<file path="src/rtl/debug_uart_bridge.sv">
// debug_uart_bridge
// Turns a host byte stream from a UART receiver into timed bus cycles on the
// 8-bit debug port. Read data, write ACKs and command NAKs go back to the
// UART transmitter.
//
// Ports:
//   CLK, RESET            clock (rising edge), synchronous active-high reset
//   RX_DATA/VALID/READY   inbound byte stream (held by upstream until accepted)
//   TX_DATA/VALID/READY   outbound byte stream (held stable until accepted)
//   DBG_DOUT, DBG_DIN     debug port write data / read data
//   DBG_ADDR              debug register address
//   DBG_WRN, DBG_RDN      active-low write / read strobes (registered)
//   BUSY                  high whenever the command FSM is not idle
//   CMD_ERR, TIMEOUT_ERR  sticky error flags, cleared by CLR_ERR
//
// Command byte: bit7 = read(1)/write(0), bits6:3 must be zero, bits2:0 = address.
// A write command is followed by exactly one data byte.
module debug_uart_bridge #(
    parameter int unsigned SETUP_CYCLES   = 4,
    parameter int unsigned STROBE_CYCLES  = 4,
    parameter int unsigned HOLD_CYCLES    = 4,
    parameter int unsigned TIMEOUT_CYCLES = 65535,
    parameter bit          ACK_WRITES     = 1'b1,
    parameter logic [7:0]  ACK_BYTE       = 8'h06,
    parameter logic [7:0]  NAK_BYTE       = 8'h15
) (
    input  logic       CLK,
    input  logic       RESET,
    input  logic [7:0] RX_DATA,
    input  logic       RX_VALID,
    output logic       RX_READY,
    output logic [7:0] TX_DATA,
    output logic       TX_VALID,
    input  logic       TX_READY,
    output logic [7:0] DBG_DOUT,
    input  logic [7:0] DBG_DIN,
    output logic [2:0] DBG_ADDR,
    output logic       DBG_WRN,
    output logic       DBG_RDN,
    output logic       BUSY,
    output logic       CMD_ERR,
    output logic       TIMEOUT_ERR,
    input  logic       CLR_ERR
);

    typedef enum logic [3:0] {
        IDLE      = 4'd0,
        WAIT_DATA = 4'd1,
        WR_SETUP  = 4'd2,
        WR_STROBE = 4'd3,
        WR_HOLD   = 4'd4,
        RD_SETUP  = 4'd5,
        RD_STROBE = 4'd6,
        RD_HOLD   = 4'd7,
        SEND      = 4'd8
    } state_t;

    // Phase counters run 0..N-1, so the phase ends when the count hits N-1.
    localparam logic [7:0]  SETUP_LAST   = 8'(SETUP_CYCLES - 1);
    localparam logic [7:0]  STROBE_LAST  = 8'(STROBE_CYCLES - 1);
    localparam logic [7:0]  HOLD_LAST    = 8'(HOLD_CYCLES - 1);
    localparam logic [15:0] TIMEOUT_LAST = 16'(TIMEOUT_CYCLES - 1);

    state_t      state_r, state_nxt_s;
    logic [7:0]  cnt_r, cnt_nxt_s;
    logic [15:0] to_cnt_r, to_cnt_nxt_s;
    logic        rx_ready_r, rx_fire_s, cmd_bad_s;
    logic [7:0]  tx_data_r, tx_data_nxt_s;
    logic        tx_valid_r;
    logic [7:0]  dout_r, dout_nxt_s;
    logic [2:0]  addr_r, addr_nxt_s;
    logic        wrn_r, rdn_r, busy_r;
    logic        cmd_err_r, to_err_r, cmd_err_set_s, to_err_set_s;

    assign rx_fire_s = RX_VALID & rx_ready_r;
    assign cmd_bad_s = (RX_DATA[6:3] != 4'b0000);

    // State register.
    always_ff @(posedge CLK) begin
        if (RESET) begin
            state_r <= IDLE;
        end else begin
            state_r <= state_nxt_s;
        end
    end

    // Next-state logic: command decode and phase sequencing.
    always_comb begin
        state_nxt_s = state_r;
        case (state_r)
            IDLE: begin
                if (rx_fire_s) begin
                    if (cmd_bad_s)       state_nxt_s = SEND;
                    else if (RX_DATA[7]) state_nxt_s = RD_SETUP;
                    else                 state_nxt_s = WAIT_DATA;
                end else begin
                    state_nxt_s = IDLE;
                end
            end
            WAIT_DATA: begin
                // A byte arriving on the last allowed cycle still wins.
                if (rx_fire_s)                     state_nxt_s = WR_SETUP;
                else if (to_cnt_r == TIMEOUT_LAST) state_nxt_s = IDLE;
                else                               state_nxt_s = WAIT_DATA;
            end
            WR_SETUP:  state_nxt_s = (cnt_r == SETUP_LAST)  ? WR_STROBE : WR_SETUP;
            WR_STROBE: state_nxt_s = (cnt_r == STROBE_LAST) ? WR_HOLD   : WR_STROBE;
            WR_HOLD: begin
                if (cnt_r == HOLD_LAST) state_nxt_s = ACK_WRITES ? SEND : IDLE;
                else                    state_nxt_s = WR_HOLD;
            end
            RD_SETUP:  state_nxt_s = (cnt_r == SETUP_LAST)  ? RD_STROBE : RD_SETUP;
            RD_STROBE: state_nxt_s = (cnt_r == STROBE_LAST) ? RD_HOLD   : RD_STROBE;
            RD_HOLD:   state_nxt_s = (cnt_r == HOLD_LAST)   ? SEND      : RD_HOLD;
            SEND:      state_nxt_s = TX_READY ? IDLE : SEND;
            default:   state_nxt_s = IDLE;
        endcase
    end

    // Output/datapath next values; strobes and flags are derived from the
    // next state so the registered outputs line up with the state register.
    always_comb begin
        tx_data_nxt_s = tx_data_r;
        addr_nxt_s    = addr_r;
        dout_nxt_s    = dout_r;
        cmd_err_set_s = 1'b0;
        to_err_set_s  = 1'b0;
        cnt_nxt_s     = 8'd0;
        to_cnt_nxt_s  = 16'd0;
        case (state_r)
            IDLE: begin
                if (rx_fire_s && cmd_bad_s) begin
                    cmd_err_set_s = 1'b1;
                    tx_data_nxt_s = NAK_BYTE;
                end else if (rx_fire_s) begin
                    addr_nxt_s = RX_DATA[2:0];
                end else begin
                    addr_nxt_s = addr_r;
                end
            end
            WAIT_DATA: begin
                if (rx_fire_s) begin
                    dout_nxt_s = RX_DATA;
                end else if (to_cnt_r == TIMEOUT_LAST) begin
                    to_err_set_s = 1'b1;
                end else begin
                    to_cnt_nxt_s = to_cnt_r + 16'd1;
                end
            end
            RD_STROBE: begin
                // Sample read data on the edge that ends the last low cycle.
                if (cnt_r == STROBE_LAST) tx_data_nxt_s = DBG_DIN;
                else                      tx_data_nxt_s = tx_data_r;
            end
            WR_HOLD: begin
                if (cnt_r == HOLD_LAST) tx_data_nxt_s = ACK_BYTE;
                else                    tx_data_nxt_s = tx_data_r;
            end
            default: begin
                tx_data_nxt_s = tx_data_r;
            end
        endcase
        // Phase counter restarts on every state change.
        if (state_nxt_s == state_r && state_r != IDLE && state_r != WAIT_DATA && state_r != SEND) begin
            cnt_nxt_s = cnt_r + 8'd1;
        end else begin
            cnt_nxt_s = 8'd0;
        end
    end

    // Registered outputs, counters and sticky error flags.
    always_ff @(posedge CLK) begin
        if (RESET) begin
            cnt_r      <= 8'd0;
            to_cnt_r   <= 16'd0;
            rx_ready_r <= 1'b1;
            tx_data_r  <= 8'd0;
            tx_valid_r <= 1'b0;
            dout_r     <= 8'd0;
            addr_r     <= 3'd0;
            wrn_r      <= 1'b1;
            rdn_r      <= 1'b1;
            busy_r     <= 1'b0;
            cmd_err_r  <= 1'b0;
            to_err_r   <= 1'b0;
        end else begin
            cnt_r      <= cnt_nxt_s;
            to_cnt_r   <= to_cnt_nxt_s;
            rx_ready_r <= (state_nxt_s == IDLE) || (state_nxt_s == WAIT_DATA);
            tx_data_r  <= tx_data_nxt_s;
            tx_valid_r <= (state_nxt_s == SEND);
            dout_r     <= dout_nxt_s;
            addr_r     <= addr_nxt_s;
            wrn_r      <= (state_nxt_s != WR_STROBE);
            rdn_r      <= (state_nxt_s != RD_STROBE);
            busy_r     <= (state_nxt_s != IDLE);
            // A new error on the same edge as CLR_ERR takes precedence.
            cmd_err_r  <= cmd_err_set_s | (cmd_err_r & ~CLR_ERR);
            to_err_r   <= to_err_set_s  | (to_err_r  & ~CLR_ERR);
        end
    end

    assign RX_READY    = rx_ready_r;
    assign TX_DATA     = tx_data_r;
    assign TX_VALID    = tx_valid_r;
    assign DBG_DOUT    = dout_r;
    assign DBG_ADDR    = addr_r;
    assign DBG_WRN     = wrn_r;
    assign DBG_RDN     = rdn_r;
    assign BUSY        = busy_r;
    assign CMD_ERR     = cmd_err_r;
    assign TIMEOUT_ERR = to_err_r;

endmodule

</file>
<file path="config.mk">
export PLATFORM = sky130hd
export DESIGN_NAME = debug_uart_bridge
export DESIGN_NICKNAME = d
export VERILOG_FILES = /design/src/rtl/debug_uart_bridge.sv
export SDC_FILE = /design/constraint.sdc
export NUM_CORES = 1
export LEC_CHECK = 0
export ABC_AREA = 1
export CAP_MARGIN = 25
export CORE_MARGIN = 2
export CORE_UTILIZATION = 46
export DETAILED_ROUTE_END_ITERATION = 16
export HOLD_SLACK_MARGIN = 0.05
export PLACE_DENSITY_LB_ADDON = 0.3
export SETUP_SLACK_MARGIN = 0.15
export SKIP_CTS_REPAIR_TIMING = 1
export SLEW_MARGIN = 20
export SYNTH_ARGS = -nofsm -noshare
export SYNTH_HDL_FRONTEND = slang
export SYNTH_SLANG_ARGS = --single-unit
</file>
<file path="constraint.sdc">
create_clock -name CLK -period 1.55 [get_ports CLK]
set_input_delay 0.155 -clock CLK [delete_from_list [all_inputs] [get_ports CLK]]
set_output_delay 0.155 -clock CLK [all_outputs]
set_load 0.02 [all_outputs]
</file>
After elaboration in Yosys (flattened, before gate mapping)
Index checks and enable logic that the tools add are counted.

cells by class
  add/subtract/negate cells = 2
  equal/unequal tests = 20
  multiplexer cells = 22
  bitwise logic cells = 9
  reduce and logical (&&, ||, !) cells = 16

operator list
  cell                   count
  $pmux 4 s9             1
  $mux 8                 3
  $pmux 8 s3             1
  $mux 4                 5
  $add 16x1->16 const B  1
  $eq 16x16->1 const B   1
  $eq 4x3->1 const B     4
  $reduce_bool 4->1      3
  $add 8x1->8 const B    1
  $eq 4x1->1 const B     2
  $eq 4x2->1 const B     2
  $eq 4x4->1 const B     2
  $eq 8x2->1 const B     1
  $logic_not 4->1        2
  $mux 1                 8
  $mux 3                 2
  $ne 2x2->1 const B     3
  $eq 4x4->1             1
  $logic_and 1x1->1      4
  $mux 2                 2
  $ne 4x1->1 const B     1
  $ne 4x2->1 const B     1
  $ne 4x3->1 const B     1
  $ne 4x4->1 const B     1
  10 further kinds       16

word-level totals
  bits in registers = 54
  input port bits = 21

Depth between registers and ports, before layout
  depth in word-level cells = 10
  depth in mapped cells = 12
  depth with buffers taken out = 12

Worst setup path before layout
Ideal clock, no wire load.

  path type = register to register
  start = reg rx_ready_r, in the netlist RX_READY
  end = reg cnt_r[2]
  data arrival time = 1.423 ns
  data required time = 1.434 ns
  slack = 0.011 ns
  cell stages (with the launch flop) = 11
  buffers on the path = 0
  period minus slack after synthesis = 1.539 ns
  cell sequence = dfxtp_1 -> nand2_1 -> clkinv_1 -> nor3_1 -> o21ai_1 -> nand2_1 -> nor2_2 -> nand2_1 -> nand2_1 -> nand2_2 -> nor2_1

between the ends
  cells in the longest elaborated chain, start to end = 9
  elaborated cells between the ends (all ways) = 10
  those cells by class = 1 x eq/ne; 3 x mux; 2 x bitwise; 4 x reduce/logical

ends and longest elaborated chain
  item                                RTL line  source
  start, declared                     67        logic rx_ready_r, rx_fire_s, cmd_bad_s;
  start signal, assigned              189       rx_ready_r <= (state_nxt_s == IDLE) || (state_nxt_s == WAIT_DATA);
  $and 1x1->1 (*)                     75        assign rx_fire_s = RX_VALID & rx_ready_r;
  $mux 2 or $mux 4 (tied branches)    102, 92
  $pmux 4 s9 (*)                      90        case (state_r)
  $eq 4x4->1 (*)                      164       if (state_nxt_s == state_r && state_r != IDLE && state_r != WAIT_DATA && state_r != SEND) begin
  $logic_and 1x1->1 (*) (3 in a row)  164
  $not 1->1 (no line) (*)             -
  $reduce_or 2->1 (no line) (*)       -
  end signal, assigned                187       cnt_r <= cnt_nxt_s;
  end, declared                       65        logic [7:0] cnt_r, cnt_nxt_s;

Every way passes the cells marked *; elsewhere a longest branch is shown, timed or not.
A chain may end at the register's enable or synchronous reset.

Final worst setup path
  start = reg to_cnt_r[0]
  end = reg cnt_r[0]

between the ends
  cells in the longest elaborated chain, start to end = 10

ends and longest elaborated chain
  item                            RTL line  source
  start, declared                 66        logic [15:0] to_cnt_r, to_cnt_nxt_s;
  start signal, assigned          188       to_cnt_r <= to_cnt_nxt_s;
  $eq 16x16->1                    103       else if (to_cnt_r == TIMEOUT_LAST) state_nxt_s = IDLE;
  $mux 1                          103
  $mux 2                          102       if (rx_fire_s) state_nxt_s = WR_SETUP;
  $pmux 4 s9                      90
  $eq 4x4->1                      164
  $logic_and 1x1->1 (3 in a row)  164
  $not 1->1 (no line)             -
  $reduce_or 2->1 (no line)       -

Every way passes these cells.

==> reports/metrics.csv <==
metric,value,unit
status,finished with violations,
violated checks,negative setup slack,
Min-Delay Path Class,input pin to register,
fin. max-slew vios,0,
register area share after synthesis,44.2,%
vias,2637,
Fill cells,312,
LEAKAGE,0.00191,µW
CTS root buf,clkbuf_8,
Peak VDD IR,0.541,mV
Final ANT Viol Nets,0,
critical-path cell list,"inv_4, ha_4, nand2_4, nor2_4, nand2_2, o21ai_2, nand2_2, nor2_4, nand2_1, nand2_2, nand2_4, nor2_2",
post-DP HPWL,4.46,mm
hold slack,0.435,ns
"Area growth, synth to finish",63.7,%
drt initial violations,154,
clk_lat worst skew,0.31,ns
Diodes inserted,0,
largest net degree at the start of global routing,18,
Max Clock Freq,598,MHz
CP bufs+invs,1,
Die Span Y,76.9,µm
CP most frequent cell,nand2_2,
Tot Pwr,2630,µW
"CP delay by family, top",simple AND/OR/NAND/NOR gates,
GRT Total Usage,20.7,%
H-tree depth,2,
FF/Latch Area,1100,µm²
area occupied by multi-input gates,1570,µm²
Post-Syn Area per Cell,7.15,µm²
IO Pins,47,
Core Box Area,5110,µm²
worst clock skew,0.00709,ns
CTS tree,done,
M2 GR Usage,35.0,%
Crit-path slowest cell,dfxtp_4,
die area,5910,µm²
layout cells sized above 1,38.7,%
layout net count,465,
crit path DAT,1.92,ns
Worst-path clk slew,0.10,ns
first-pass GRT wire length,9.91,mm
max incr delay on CP,0.37,ns
Syn. warnings,0,
Clock Sinks,54,
clock buffer depth,2,
Final Util,78.3,%
width of the die,76.9,µm
CTS Buf Count,5,
Synth Instances,342,
"Net Count, Synth",366,
routability cong.,0.884,
startpoint types,register,
final period demand of the worst path,1.67,ns
worst-path fanout max,8,
IO buf count,46,
Initial Util,47.8,%
GR Util met3,3.41,%
initial antenna violation count,0,
WS Path Type,register to register,
cell area after synthesis,2440,µm²
period utilisation layout,108,%
Total Routed Length,7.04,mm
gr ovfl total,0,
DR vias/cell,5.15,
drt pass-1 iters,5,
max_cap viols,0,
std cell rows,26,
setup violators final,14,
normalized max-slew margin,83.0,%
"Distinct cells, synth",28,
CP required,1.80,ns
Yosys reg bits,54,
busiest grt layer,met2,
Least-Margin Pin Slew,0.255,ns
Setup crit end kind,register,
post-route setup slack,-0.121,ns
DRC viols,0,
RSZ-0062 raised after global routing,yes,
DR WL/cell,13.8,µm
pre-CTS setup slack,-0.123,ns
TNS Setup,-0.876,ns
met1 GRT Util,25.9,%
Hold Fails Final Rpt,0,
vias in the first global route,2342,
pwr/cell area,656,nW/µm²
[Yosys cell counts]
library cell	n	area share, %
inv_1	37	5.7
buf_6	2	0.92
clkbuf_1	3	0.46
xnor2_1	5	1.8
o21ai_1	1	0.20
nand4_1	1	0.26
a21oi_1	26	5.3
nor3_1	3	0.61
or2_2	2	0.51
o21a_1	1	0.31
a21oi_2	1	0.36
o21ai_0	15	3.1
clkinv_1	1	0.15
nor2_1	61	9.4
nand3_1	28	5.7
ha_1	3	1.5
nand2_2	4	1.0
nand2_4	2	0.92
inv_2	2	0.31
nor2_4	2	0.92
nand2_1	70	11
xor2_1	6	2.2
and2_1	1	0.26
nor3_2	1	0.41
nor2_2	7	1.8
dfxtp_1	54	44
o211ai_1	2	0.61
nand3b_1	1	0.31
[layout by cell type (no fill, tap or decap), types with 6 or more instances in the layout]
master / Yosys / final
inv_1: 37 / 29
o21ai_2: 0 / 10
a21oi_2: 1 / 9
nor2_2: 7 / 18
nand3_2: 0 / 8
clkdlybuf4s50_1: 0 / 21
buf_6: 2 / 11
nand2_4: 2 / 8
nand2_2: 4 / 16
a21oi_1: 26 / 17
nor2_1: 61 / 38
nand3_1: 28 / 19
nor2_4: 2 / 14
buf_4: 0 / 37
nand2_1: 70 / 52
dfxtp_1: 54 / 46
dlymetal6s2s_1: 0 / 25
xor2_1: 6 / 6
[worst min-delay path: stages]
cell and delay, ns:
clkdlybuf4s50_1 0.41, a21oi_2 0.11, nor2_1 0.04
[state kept, by name (all words and copies together), names as in the netlist, 3 cells and up]
register  count
DBG_DOUT      8
state_r       4
to_cnt_r     16
DBG_ADDR      3
cnt_r         8
TX_DATA       8
[final timing paths]
kind                            depth (start not counted)     endpoint   startpoint  slack [ns]
worst max-delay path                                   12     cnt_r[0]  to_cnt_r[0]       -0.12
worst min-delay path                                    3   TX_DATA[5]   DBG_DIN[5]        0.44
worst max register to register                         12     cnt_r[0]  to_cnt_r[0]       -0.12
worst min register to register                          2  DBG_DOUT[5]  DBG_DOUT[5]        0.47
[metrics by stage]
stage	cell area [µm²]	std cells
6_report	4000	512
3_3_place_gp	3360	495
3_5_place_dp	3360	495
4_1_cts	3450	503
2_1_floorplan	2500	342
5_1_grt	4000	512
[layer usage]
metal  wire length (µm)  part of all wire [%]
met5                  0                     0
met4                119                   1.7
met3                364                   5.2
met2               3670                    52
met1               2890                    41
[cell families after synthesis]
kind of cell               share of synthesized area (%)
and+or+nand+nor                                     32.9
DFF                                                 44.2
AOI/OAI and AO/OA                                   9.88
buffers and inverters                               7.53
xor gates and xnor gates                            3.94
adders and majority gates                           1.54
[area by class of cell]
type | instances | share of cell area (%)
flip-flops and latches | 54 | 27.5
repair buffers | 97 | 24.6
clock buffers | 5 | 1.72
clock inverters | 3 | 0.532
inverters | 40 | 4.32
multi-input cells | 243 | 39.1
well taps | 70 | 2.19
[power by group]
| group | total, µW | switching, µW | internal (µW) |
|---|---|---|---|
| Combinational | 393 | 209 | 185 |
| Sequential | 1440 | 23.8 | 1420 |
| Clock | 791 | 472 | 318 |
Power figures use the tool's default switching activity.
